<file path="src/rtl/two_mode_timer_core_pkg.sv">
// Shared state encoding, constants and preset clamping helpers for the two-mode timer.
package two_mode_timer_core_pkg;

  typedef enum logic [1:0] {
    ST_IDLE  = 2'd0,
    ST_RUN   = 2'd1,
    ST_PAUSE = 2'd2,
    ST_DONE  = 2'd3
  } timerState_e;

  localparam logic [5:0] SEC_MAX   = 6'd59;
  localparam logic       MODE_UP   = 1'b0;
  localparam logic       MODE_DOWN = 1'b1;

  function automatic logic [6:0] clampMin(input logic [6:0] m, input logic [6:0] maxMin);
    return (m > maxMin) ? maxMin : m;
  endfunction

  function automatic logic [5:0] clampSec(input logic [5:0] s);
    return (s > SEC_MAX) ? SEC_MAX : s;
  endfunction

endpackage

</file>
<file path="src/rtl/two_mode_timer_core_sec_prescaler.sv">
// Divides the system clock down to one-second steps; holds its phase whenever en is low.
module sec_prescaler #(
  parameter int TICKS_PER_SEC = 50_000_000
) (
  input  logic clk,
  input  logic rst,
  input  logic en,
  input  logic clr,
  output logic tick
);

  localparam int         CntW    = $clog2(TICKS_PER_SEC);
  localparam logic [CntW-1:0] CntLast = CntW'(TICKS_PER_SEC - 1);

  logic [CntW-1:0] cnt_q;

  // tick marks the cycle whose edge completes a second, so the core steps on that same edge
  assign tick = en && (cnt_q == CntLast);

  always_ff @(posedge clk) begin
    if (rst || clr) begin
      cnt_q <= '0;
    end else if (en) begin
      cnt_q <= (cnt_q == CntLast) ? '0 : cnt_q + 1'b1;
    end
  end

endmodule

</file>
<file path="src/rtl/two_mode_timer_core.sv">
// Stopwatch / countdown timer: start-stop edge register, run-state FSM and min:sec arithmetic.
module two_mode_timer_core
  import two_mode_timer_core_pkg::*;
#(
  parameter int TICKS_PER_SEC = 50_000_000,
  parameter int MAX_MIN       = 99
) (
  input  logic       clk,
  input  logic       rst,
  input  logic       start_stop,
  input  logic       mode,
  input  logic       load,
  input  logic [6:0] preset_min,
  input  logic [5:0] preset_sec,
  output logic [6:0] minutes,
  output logic [5:0] seconds,
  output logic       active,
  output logic       paused,
  output logic       done,
  output logic       sec_tick
);

  localparam logic [6:0] MaxMinVal = 7'(MAX_MIN);

  timerState_e state_q;
  logic [6:0]  minutes_q;
  logic [5:0]  seconds_q;
  logic        mode_q;
  logic        ss_q;
  logic        active_q;
  logic        paused_q;
  logic        done_q;
  logic        tick_q;

  logic        ssEvt;
  logic        secWrap;
  logic        preEn;
  logic        preClr;
  logic        valueZero;
  logic [6:0]  loadMin_d;
  logic [5:0]  loadSec_d;
  logic [6:0]  stepMin_d;
  logic [5:0]  stepSec_d;
  logic        stepLast_d;

  // ss_q resets high so a start_stop already high at reset release is not an event
  assign ssEvt     = start_stop & ~ss_q;
  assign valueZero = (minutes_q == '0) && (seconds_q == '0);
  assign preEn     = (state_q == ST_RUN);
  assign preClr    = (state_q == ST_IDLE) || (state_q == ST_DONE) ||
                     ((state_q == ST_PAUSE) && load);

  sec_prescaler #(
    .TICKS_PER_SEC(TICKS_PER_SEC)
  ) u_prescaler (
    .clk  (clk),
    .rst  (rst),
    .en   (preEn),
    .clr  (preClr),
    .tick (secWrap)
  );

  always_comb begin
    loadMin_d = '0;
    loadSec_d = '0;
    if (mode == MODE_DOWN) begin
      loadMin_d = clampMin(preset_min, MaxMinVal);
      loadSec_d = clampSec(preset_sec);
    end
  end

  // One-second step in the latched direction; a value already at its end point holds
  always_comb begin
    stepMin_d  = minutes_q;
    stepSec_d  = seconds_q;
    stepLast_d = 1'b0;
    if (mode_q == MODE_UP) begin
      if ((minutes_q >= MaxMinVal) && (seconds_q >= SEC_MAX)) begin
        stepMin_d = minutes_q;
        stepSec_d = seconds_q;
      end else if (seconds_q >= SEC_MAX) begin
        stepSec_d = '0;
        stepMin_d = minutes_q + 7'd1;
      end else begin
        stepSec_d = seconds_q + 6'd1;
      end
      stepLast_d = (stepMin_d >= MaxMinVal) && (stepSec_d >= SEC_MAX);
    end else begin
      if (valueZero) begin
        stepMin_d = minutes_q;
        stepSec_d = seconds_q;
      end else if (seconds_q == '0) begin
        stepSec_d = SEC_MAX;
        stepMin_d = minutes_q - 7'd1;
      end else begin
        stepSec_d = seconds_q - 6'd1;
      end
      stepLast_d = (stepMin_d == '0) && (stepSec_d == '0);
    end
  end

  // Flags are updated alongside every state change so they always match state_q
  always_ff @(posedge clk) begin
    if (rst) begin
      state_q   <= ST_IDLE;
      minutes_q <= '0;
      seconds_q <= '0;
      mode_q    <= MODE_UP;
      ss_q      <= 1'b1;
      active_q  <= 1'b0;
      paused_q  <= 1'b0;
      done_q    <= 1'b0;
      tick_q    <= 1'b0;
    end else begin
      ss_q   <= start_stop;
      tick_q <= 1'b0;
      case (state_q)
        ST_IDLE: begin
          if (load) begin
            minutes_q <= loadMin_d;
            seconds_q <= loadSec_d;
          end else if (ssEvt && !((mode == MODE_DOWN) && valueZero)) begin
            mode_q   <= mode;
            state_q  <= ST_RUN;
            active_q <= 1'b1;
          end
        end
        ST_RUN: begin
          if (secWrap) begin
            tick_q    <= 1'b1;
            minutes_q <= stepMin_d;
            seconds_q <= stepSec_d;
          end
          // Reaching the end point wins over a pause request on the same edge
          if (secWrap && stepLast_d) begin
            state_q  <= ST_DONE;
            active_q <= 1'b0;
            done_q   <= 1'b1;
          end else if (ssEvt) begin
            state_q  <= ST_PAUSE;
            active_q <= 1'b0;
            paused_q <= 1'b1;
          end
        end
        ST_PAUSE: begin
          if (load) begin
            minutes_q <= loadMin_d;
            seconds_q <= loadSec_d;
            state_q   <= ST_IDLE;
            paused_q  <= 1'b0;
          end else if (ssEvt) begin
            state_q  <= ST_RUN;
            paused_q <= 1'b0;
            active_q <= 1'b1;
          end
        end
        ST_DONE: begin
          if (load || ssEvt) begin
            minutes_q <= loadMin_d;
            seconds_q <= loadSec_d;
            state_q   <= ST_IDLE;
            done_q    <= 1'b0;
          end
        end
        default: begin
          state_q <= ST_IDLE;
        end
      endcase
    end
  end

  assign minutes  = minutes_q;
  assign seconds  = seconds_q;
  assign active   = active_q;
  assign paused   = paused_q;
  assign done     = done_q;
  assign sec_tick = tick_q;

endmodule

</file>
<file path="config.mk">
export PLATFORM = sky130hd
export DESIGN_NAME = two_mode_timer_core
export DESIGN_NICKNAME = d
export VERILOG_FILES = /design/src/rtl/two_mode_timer_core_pkg.sv /design/src/rtl/two_mode_timer_core_sec_prescaler.sv /design/src/rtl/two_mode_timer_core.sv
export SDC_FILE = /design/constraint.sdc
export NUM_CORES = 1
export LEC_CHECK = 0
export CORE_MARGIN = 1.5
export CORE_UTILIZATION = 45
export DETAILED_ROUTE_END_ITERATION = 16
export PLACE_DENSITY = 0.73
export SLEW_MARGIN = 20
export SYNTH_ARGS = -nofsm -noshare
export SYNTH_HDL_FRONTEND = slang
export SYNTH_SLANG_ARGS = --single-unit
</file>
<file path="constraint.sdc">
create_clock -name clk -period 5.6 [get_ports clk]
set_input_delay 0.84 -clock clk [delete_from_list [all_inputs] [get_ports clk]]
set_output_delay 0.84 -clock clk [all_outputs]
set_load 0.05 [all_outputs]
</file>
== Word-level counts from Yosys, hierarchy flattened ==
Cells that the tools add are included.

* Add/subtract/negate cells: 5
* $lt $le $gt $ge: 6
* Equal/unequal tests: 16
* Mux-type cells: 50
* Bitwise logic cells: 4
* Reductions and logical operators: 30

{| class="wikitable"
|+ Operators with widths
! cell !! number
|-
| 2-to-1 mux 7 bit || 12
|-
| 2-to-1 mux 6 bit || 12
|-
| adder 26 x 1 -> 26 bit (second input constant) || 1
|-
| == test 26 bit (second input constant) || 1
|-
| 2-to-1 mux 26 bit || 1
|-
| case mux 7 bit (3 select lines) || 1
|-
| case mux 6 bit (3 select lines) || 1
|-
| >= comparator 7 bit (second input constant) || 2
|-
| zero test 7 bit || 2
|-
| 2-to-1 mux 2 bit || 7
|-
| != test 2 bit (second input constant) || 7
|-
| >= comparator 6 bit (second input constant) || 2
|-
| zero test 6 bit || 2
|-
| 2-to-1 mux 1 bit || 12
|-
| logical AND 1 bit || 9
|-
| AND reduction 3 bit || 3
|-
| case mux 2 bit (4 select lines) || 1
|-
| adder 7 x 1 -> 7 bit (second input constant) || 1
|-
| > comparator 7 bit (second input constant) || 1
|-
| subtractor 7 x 1 -> 7 bit (second input constant) || 1
|-
| adder 6 x 1 -> 6 bit (second input constant) || 1
|-
| > comparator 6 bit (second input constant) || 1
|-
| != test 2 x 1 -> 1 bit (second input constant) || 3
|-
| != test 3 bit (second input constant) || 2
|-
| other kinds (16) || 25
|}

* Register bits: 47
* Input bits: 18
* Word-level logic and storage cells: 121

== Logic depth before layout (Yosys ltp) ==
Gate-level depths: netlist (run 1).

* Word-level depth: 10
* Mapped depth: 11

== By module ==
A second synthesis (run 1) with hierarchy kept.

* Cell total of the unflattened synthesis: 460
* Area, all modules: 3602.2 µm²

{| class="wikitable"
|+ Modules (own cells, without submodules)
! module !! times used !! cells each !! area each (µm²) !! sequential area each (µm²)
|-
| two_mode_timer_core || 1 || 299 || 2263.4 || 420.4
|-
| sec_prescaler || 1 || 161 || 1338.8 || 520.5
|}

== Worst setup path before layout (run 1) ==
OpenSTA, ideal clock, no wires.

* Path kind: reg-to-reg
* From: register minutes_q[0], in the netlist minutes[0]
* To: register done_q, in the netlist done
* Library setup time: 0.062 ns
* Arrival time: 3.049 ns
* Data required time: 5.538 ns
* Slack: 2.488 ns
* Stages on the path, launching flop included: 12
* Clock period less this slack: 3.112 ns
* Path through: dfxtp_1 > clkbuf_1 > inv_1 > ha_1 > nor3b_2 > a211oi_4 > o211ai_1 > a211o_1 > nor4b_2 > a21oi_1 > or4_1 > nand3_1

* Cells in the longest elaborated chain, start to end: 10
* Elaborated cells on any way between the ends: 26
* Those cells by class: add/sub: 2; order compare: 3; eq/ne: 1; mux: 11; reduce/logical: 9

{| class="wikitable"
|+ Ends and longest elaborated chain
! item !! RTL line !! source
|-
| start, declared || two_mode_timer_core.sv:26 || <nowiki>logic [6:0] minutes_q;</nowiki>
|-
| start signal, assigned || two_mode_timer_core.sv:120 || <nowiki>minutes_q <= loadMin_d;</nowiki>
|-
| start signal, assigned || two_mode_timer_core.sv:131 || <nowiki>minutes_q <= stepMin_d;</nowiki>
|-
| start signal, assigned || two_mode_timer_core.sv:147 || <nowiki>minutes_q <= loadMin_d;</nowiki>
|-
| adder 7 x 1 -> 7 bit, or another cell as far along || two_mode_timer_core.sv:83 || <nowiki>stepMin_d = minutes_q + 7'd1;</nowiki>
|-
| 2-to-1 mux 7 bit, or another cell as far along || two_mode_timer_core.sv:81 || <nowiki>end else if (seconds_q >= SEC_MAX) begin</nowiki>
|-
| 2-to-1 mux 7 bit, or another cell as far along || two_mode_timer_core.sv:78 || <nowiki>if ((minutes_q >= MaxMinVal) && (seconds_q >= SEC_MAX)) begin</nowiki>
|-
| 2-to-1 mux 7 bit / 2-to-1 mux 6 bit (equally long branches) || two_mode_timer_core.sv:77 || <nowiki>if (mode_q == MODE_UP) begin</nowiki>
|-
| >= comparator 7 bit, or another cell as far along || two_mode_timer_core.sv:87 || <nowiki>stepLast_d = (stepMin_d >= MaxMinVal) && (stepSec_d >= SEC_MAX);</nowiki>
|-
| logical AND 1 bit (on tied branches) || two_mode_timer_core.sv:87, two_mode_timer_core.sv:98 ||
|-
| 2-to-1 mux 1 bit * || two_mode_timer_core.sv:77 ||
|-
| logical AND 1 bit * || two_mode_timer_core.sv:135 || <nowiki>if (secWrap && stepLast_d) begin</nowiki>
|-
| != test 2 bit (no source line) * || - ||
|-
| AND reduction 3 bit (no source line) * || - ||
|-
| end signal, assigned || two_mode_timer_core.sv:112 || <nowiki>done_q <= 1'b0;</nowiki>
|-
| end signal, assigned || two_mode_timer_core.sv:138 || <nowiki>done_q <= 1'b1;</nowiki>
|-
| end signal, assigned || two_mode_timer_core.sv:162 || <nowiki>done_q <= 1'b0;</nowiki>
|-
| end, declared || two_mode_timer_core.sv:32 || <nowiki>logic done_q;</nowiki>
|}

Mark *: on every way between the ends. The rest lies on a longest branch, timed or not. The select of a mux whose other input is x is not followed.
A chain may end at the register's enable or synchronous reset.

== Worst setup path in the final report (run 1) ==
Same ends and word-level chain as after synthesis.

==> metrics.md, run 1 <==
| Metric | Value |
|---|---|
| Count of inserted antenna diode cells | `0` |
| Actual slew at the worst max-slew pin | `1040 ps` |
| Endpoint arrival time on the critical path | `3420 ps` |
| Final WL | `8.69 mm` |
| Final ANT Viol Nets | `0` |
| Initial core utilization | `0.462` |
| Share of the clock period used by the worst path | `0.567` |
| Crit path capture | `done` |
| Max Fanout on Critical Path | `10` |
| Setup TNS after final layout | `0 ps` |
| Global-route wire length before repair | `14.2 mm` |
| Die height | `89.1 µm` |
| Max-slew headroom | `0.308` |
| Clock transition at the registers of the reported paths | `90 ps` |
| Cells resized by post-CTS repair | `0` |
| Sum of overflow across all layers after global routing | `0` |
| Ys Warns | `0` |
| Max Slew Vio Count | `0` |
| Number of fillers in the final layout | `737` |
| Number of enable-type register cells in the synthesized netlist | `0` |
| Total number of H-tree levels | `2` |
| Worst reg2reg setup slack | `2420 ps` |
| Total clock sinks | `47` |
| Setup violations, final | `0` |
| I/O pin cnt | `35` |
| Final estimated routing congestion in global placement | `0.965` |
| Ratio of cells with drive above 1 in the final layout | `0.0408` |
| Crit path kind | `flop to flop` |
| Largest net degree at the start of global routing | `30` |
| Dominant cells by area after synthesis | `dfxtp_1 (28%), nor2_1 (7.9%), a21oi_1 (4.8%), nand2_1 (4.2%), xor2_1 (3.9%)` |
| Predominant post-synthesis flop cell | `dfxtp_1` |
| Deepest clock path buffer count | `2` |
| Clock tree from TritonCTS | `done` |
| Vias/cell | `5.90` |
| Number of buffer cells added on primary ports | `34` |
| Hold crit path type | `flop to flop` |
| Highest-count cells in the layout ignoring fill and taps | `nor2_1 (70), dfxtp_1 (47), nand2_1 (37), clkdlybuf4s50_1 (34), a21oi_1 (32)` |
| Drt wl/cell | `15.4 µm` |
| Cell Pwr Density | `323 mW/mm²` |
| Postcts setup bufs | `0` |
| Maximum VDD drop | `0.148 mV` |
| Violation count after the first detailed-route iteration | `125` |
| Final WS setup | `2420 ps` |
| Cell row count | `31` |
| Number of instances in the synthesized netlist | `450` |
| Peak Freq | `315 MHz` |
| Detailed-placement wirelength estimate | `6.30 mm` |
| Worst Setup SP | `minutes[0]` |
| R2R Path Start | `minutes[0]` |
| Post-route DRC | `0` |
| Synthesized cell area | `0.00333 mm²` |
| Die extent in x | `89.1 µm` |
| Root buffer selected by CTS | `clkbuf_8` |
| Number of nets in the layout | `493` |
| Endpoint of the most critical register-to-register path | `done` |
| Share of the synthesized area in the top cell type | `0.282` |
| Overall fraction of global-route tracks in use | `0.225` |
| Worst-case clock skew | `9.26 ps` |
| Hold buffer count at CTS | `0` |
| Cell variety after synth | `60` |
| Leakage | `1.24 nW` |
| Commonest non-fill, non-tap cell in the layout | `nor2_1` |
| Latest clock arrival within the worst-skew pair | `300 ps` |
| Type of element launching the critical path | `flop` |
| Count of max-cap constraint violations | `0` |
| Die Area | `0.00793 mm²` |
| RSZ-0062 raised after global routing | `false` |
| Avg Cell Area, Syn | `7.40 µm²` |
| Total count of hold-check failures in the final report | `0` |
| Required time at the worst-slack endpoint | `5840 ps` |
| Count of state elements after synthesis | `47` |
| Capturing element type of the critical path | `flop` |
| Final critical delay including setup and external delays | `3180 ps` |
| Fraction of registers with async set/reset | `0` |
| Sequential cell area fraction in the yosys report | `0.282` |
| Worst setup slack before clock tree synthesis | `2330 ps` |
| Layout overhead on the synthesized area | `14.9%` |
| Vias in the first global route | `2963` |
| Status | `complete, no violations` |
| Number of iterations in the first detailed-routing pass | `4` |
| Net count after synthesis | `478` |
| Area inside the core boundary | `0.00721 mm²` |
| TritonCTS Buffers | `5` |
| R2R depth | `10` |
| Initial antenna violation count | `0` |
| Cell taking the most area after synthesis | `dfxtp_1` |
| DR vias | `3332` |
==> state kept, by name (all words and copies together) (netlist names) <==
signal	flops
active	1
minutes	7
state_q	2
done	1
u_prescaler.cnt_q	26
seconds	6
mode_q	1
ss_q	1
sec_tick	1
paused	1
==> layer usage <==
layer	track usage	routed length [µm]	share of wire
met2	0.384	4300	0.49
met5	0	0	0
met1	0.303	3890	0.45
met3	0.0323	441	0.051
met4	0.0517	59	0.0068
==> synth_stat cells, types with 7 or more instances <==
cell	n
a211oi_1	12
nor2b_1	7
nand2_1	37
nor3_1	9
clkbuf_1	21
a21oi_1	32
dfxtp_1	47
nor2_1	70
nand4_1	10
nand3_1	20
inv_1	14
ha_1	10
o21ai_0	22
xor2_1	15
xnor2_1	12
or3_1	10
==> how the worst min path moves through the flow <==
stage / to / depth (start not counted) / slack [ps] / from
after floorplan: u_prescaler.cnt_q[25] / 2 / 450 / u_prescaler.cnt_q[25]
after CTS: u_prescaler.cnt_q[1] / 2 / 490 / u_prescaler.cnt_q[1]
after global routing: u_prescaler.cnt_q[1] / 2 / 520 / u_prescaler.cnt_q[1]
after global placement: u_prescaler.cnt_q[1] / 2 / 470 / u_prescaler.cnt_q[1]
after detailed placement: u_prescaler.cnt_q[1] / 2 / 470 / u_prescaler.cnt_q[1]
final: u_prescaler.cnt_q[1] / 2 / 490 / u_prescaler.cnt_q[1]
==> critical path: stages, from the launching register on <==
cell and delay (ps):
dfxtp_1 540, inv_1 180, ha_1 230, nor3b_2 190, a211oi_4 370, o211ai_1 150
a211o_1 330, nor4b_2 440, a21oi_1 160, or4_1 400, nand3_1 100
==> per-stage QoR <==
step | power, W | cells | util | instance area [µm²] | hold WS, ps
after floorplan | 0.000808 | 450 | - | 3330 | 454
after global placement | 0.000928 | 557 | 0.512 | 3690 | 469
after detailed placement | 0.000937 | 557 | 0.512 | 3690 | 475
after CTS | 0.00124 | 565 | 0.531 | 3830 | 488
after global routing | 0.00131 | 565 | 0.531 | 3830 | 517
final | 0.00124 | 565 | 0.531 | 3830 | 488
==> layout make-up <==
| type | instances | area (µm²) | area share |
|---|---|---|---|
| sequential | 47 | 941 | 0.246 |
| clock inverter | 3 | 67.6 | 0.0176 |
| tap | 99 | 124 | 0.0323 |
| multi-input combinational | 361 | 2220 | 0.580 |
| inverter | 14 | 52.6 | 0.0137 |
| clock buffer | 5 | 68.8 | 0.0180 |
| timing repair buffer | 36 | 355 | 0.0928 |
==> power by group <==
group | internal, W | switching (W) | leakage [nW]
Sequential | 0.000358 | 0.0000761 | 0.382
Clock | 0.000178 | 0.000121 | 0.0644
Combinational | 0.000189 | 0.000313 | 0.793
==> cells by family after synthesis <==
kind of cell	synth area share
DFF	0.282
xor gates and xnor gates	0.0710
and+or+nand+nor	0.329
adders and majority gates	0.0376
muxes	0.00601
buffers and inverters	0.0511
AOI/OAI and AO/OA	0.223
No activity file was read; power rests on OpenSTA's default activity.
==> run 2: changes to the inputs <==
--- a/config.mk
+++ b/config.mk
@@ -8,7 +8,7 @@
 export CORE_MARGIN = 1.5
 export CORE_UTILIZATION = 45
 export DETAILED_ROUTE_END_ITERATION = 16
-export PLACE_DENSITY = 0.73
+export PLACE_DENSITY = 0.75
 export SLEW_MARGIN = 20
 export SYNTH_ARGS = -nofsm -noshare
 export SYNTH_HDL_FRONTEND = slang
==> constraint.sdc (replaced) <==
create_clock -name clk -period 2.65 [get_ports clk]
set_input_delay 0.3975 -clock clk [delete_from_list [all_inputs] [get_ports clk]]
set_output_delay 0.3975 -clock clk [all_outputs]
set_load 0.05 [all_outputs]
==> run 2 against run 1 <==
The flow now finishes with violations (negative setup slack). Sequential share of layout area decreased by 1.7 points. Combinational power increased to 2.8 times the previous value. Die area unchanged. Sequential power increased by 97%. Cell count increased by 6.7%. Via count increased by 6.6%. Utilization increased by 5.0 points. Register-to-register slack got worse by 2400 ps. Flip-flop and latch count unchanged. Critical path type unchanged. Critical endpoint unchanged.
==> metrics.md, run 2 (synthesized netlist as in run 1, its figures left out) <==
| Metric | Value |
|---|---|
| Initial core utilization | `0.462 (unchanged)` |
| Violation count after the first detailed-route iteration | `282 (+130%)` |
| DR vias | `3551 (+6.6%)` |
| I/O pin cnt | `35 (unchanged)` |
| Initial antenna violation count | `0 (unchanged)` |
| Clock transition at the registers of the reported paths | `90 ps (about the same)` |
| Root buffer selected by CTS | `clkbuf_8` |
| Sum of overflow across all layers after global routing | `0 (unchanged)` |
| Highest-count cells in the layout ignoring fill and taps | `nor2_1 (70), dfxtp_1 (41), nand2_1 (37), buf_4 (37), clkdlybuf4s50_1 (34)` |
| Final WL | `9.18 mm (+5.6%)` |
| Met1 track demand over resource in global routing | `0.290 (-0.0130)` |
| Latest clock arrival within the worst-skew pair | `290 ps (about the same)` |
| Endpoint arrival time on the critical path | `2900 ps (-520 ps)` |
| Busiest layer in global routing | `met2` |
| Core occupancy in the finished layout | `0.581 (+0.0503)` |
| Share of the clock period used by the worst path | `1.01 (+0.438)` |
| Post-route cell area | `0.00419 mm² (+9.5%)` |
| Number of flip-flops under the largest register name | `26 (unchanged)` |
| Vias/cell | `5.89 (-0.14%)` |
| Ratio of cells with drive above 1 in the final layout | `0.145 (+0.104)` |
| Die Area | `0.00793 mm² (unchanged)` |
| Total number of H-tree levels | `2 (unchanged)` |
| TritonCTS Buffers | `5 (unchanged)` |
| Number of fillers in the final layout | `685 (-7.1%)` |
| Total count of hold-check failures in the final report | `0 (unchanged)` |
| Total clock sinks | `47 (unchanged)` |
| Status | `finished with violations` |
| Max-slew headroom | `0.646 (+0.338)` |
| Hold crit path type | `flop to flop` |
| Setup violations, final | `1 (+1)` |
| Capturing element type of the critical path | `flop` |
| Die extent in x | `89.1 µm (unchanged)` |
| Type of element launching the critical path | `flop` |
| RSZ-0062 raised after global routing | `true` |
| Max Slew Vio Count | `0 (unchanged)` |
| Layout overhead on the synthesized area | `25.8%` |
| Final estimated routing congestion in global placement | `0.895 (-7.3%)` |
| Setup TNS after final layout | `-15.2 ps (-15.2 ps)` |
| Overall fraction of global-route tracks in use | `0.235 (+0.00940)` |
| Cell row count | `31 (unchanged)` |
| Final WS setup | `-15.2 ps (-2440 ps)` |
| Vias in the first global route | `3198 (+7.9%)` |
| Maximum VDD drop | `0.331 mV (+120%)` |
| Final critical delay including setup and external delays | `2670 ps (-511 ps)` |
| Register with the highest flop count | `u_prescaler.cnt_q` |
| Worst-case clock skew | `7.83 ps (-1.43 ps)` |
| Largest net degree at the start of global routing | `27 (-10%)` |
| Post-placement cell area | `0.00400 mm² (+8.2%)` |
| Die height | `89.1 µm (unchanged)` |
| Failing checks | `negative setup slack` |
| Crit path kind | `flop to flop` |
| Deepest clock path buffer count | `2 (unchanged)` |
| Met3 layer usage reported by global route | `0.0397 (+0.00739)` |
| Max Fanout on Critical Path | `10 (unchanged)` |
| Peak Freq | `375 MHz (+19%)` |
| Count of inserted antenna diode cells | `0 (unchanged)` |
| Leakage | `1.44 nW (+16%)` |
| Post-route DRC | `0 (unchanged)` |
| Cell Pwr Density | `639 mW/mm² (+98%)` |
| Global-route wire length before repair | `14.7 mm (+3.9%)` |
| Clock tree from TritonCTS | `done` |
| Area inside the core boundary | `0.00721 mm² (unchanged)` |
| Required time at the worst-slack endpoint | `2890 ps (-2950 ps)` |
| Number of buffer cells added on primary ports | `34 (unchanged)` |
| Worst setup slack before clock tree synthesis | `-2.86 ps (-2340 ps)` |
| Met2 capacity usage during global routing | `0.411 (+0.0275)` |
| Actual slew at the worst max-slew pin | `524 ps (-515 ps)` |
| Number of nets in the layout | `531 (+7.7%)` |
| Number of iterations in the first detailed-routing pass | `5 (+1)` |
| Count of max-cap constraint violations | `0 (unchanged)` |
| Drt wl/cell | `15.2 µm (-1.0%)` |
| Final ANT Viol Nets | `0 (unchanged)` |
| Commonest non-fill, non-tap cell in the layout | `nor2_1` |
| Detailed-placement wirelength estimate | `6.93 mm (+9.9%)` |
| Hold buffer count at CTS | `0 (unchanged)` |
-- run 2: final cells by class --
cell class	instances	area, µm²	area share
multi-input combinational	361	2310	0.551
clock inverter	2	12.5	0.00298
sequential	47	958	0.229
timing repair buffer	74	661	0.158
inverter	14	55.1	0.0131
tap	99	124	0.0295
clock buffer	6	72.6	0.0173
-- run 2: per-layer routing --
metal / routed length [µm] / part of all wire
met5: 0 / 0
met4: 225 / 0.025
met3: 495 / 0.054
met2: 4550 / 0.50
met1: 3910 / 0.43
-- run 2: through the flow --
step | hold slack [ps] | std cells | total power, W
after floorplan | 454 | 450 | 0.00173
after global placement | 466 | 593 | 0.00216
after global routing | 506 | 603 | 0.00285
final | 484 | 603 | 0.00268
after CTS | 490 | 601 | 0.00259
after detailed placement | 477 | 593 | 0.00217
-- run 2: worst max-delay path, cell delays in order (launching register included) --
cell,delay (ps)
dfxtp_4,390
or3_4,430
a211oi_4,340
o211ai_1,140
a211o_1,340
nor4b_4,340
a21oi_2,110
or4_1,400
nand3_1,100
-- run 2: what timing repair did --
action                                  4_1_cts  5_1_grt
endpoints found under the setup margin        2       15
gates resized for setup                       0       20
pin swaps                                     1        0
setup buffers                                 0        2
-- run 2: path summary, 6_finish.rpt --
check	from	end	slack, ps	depth (start not counted)
max	seconds[2]	done	-20	8
min	active	active	480	2
max reg2reg	seconds[2]	done	-20	8
min reg2reg	active	active	480	2
-- run 2: power by group --
part,total [W],switching [W],internal [W]
sequential,0.000853,0.0000896,0.000764
combinational,0.00140,0.000812,0.000587
clock,0.000427,0.000242,0.000185
total,0.00268,0.00114,0.00154
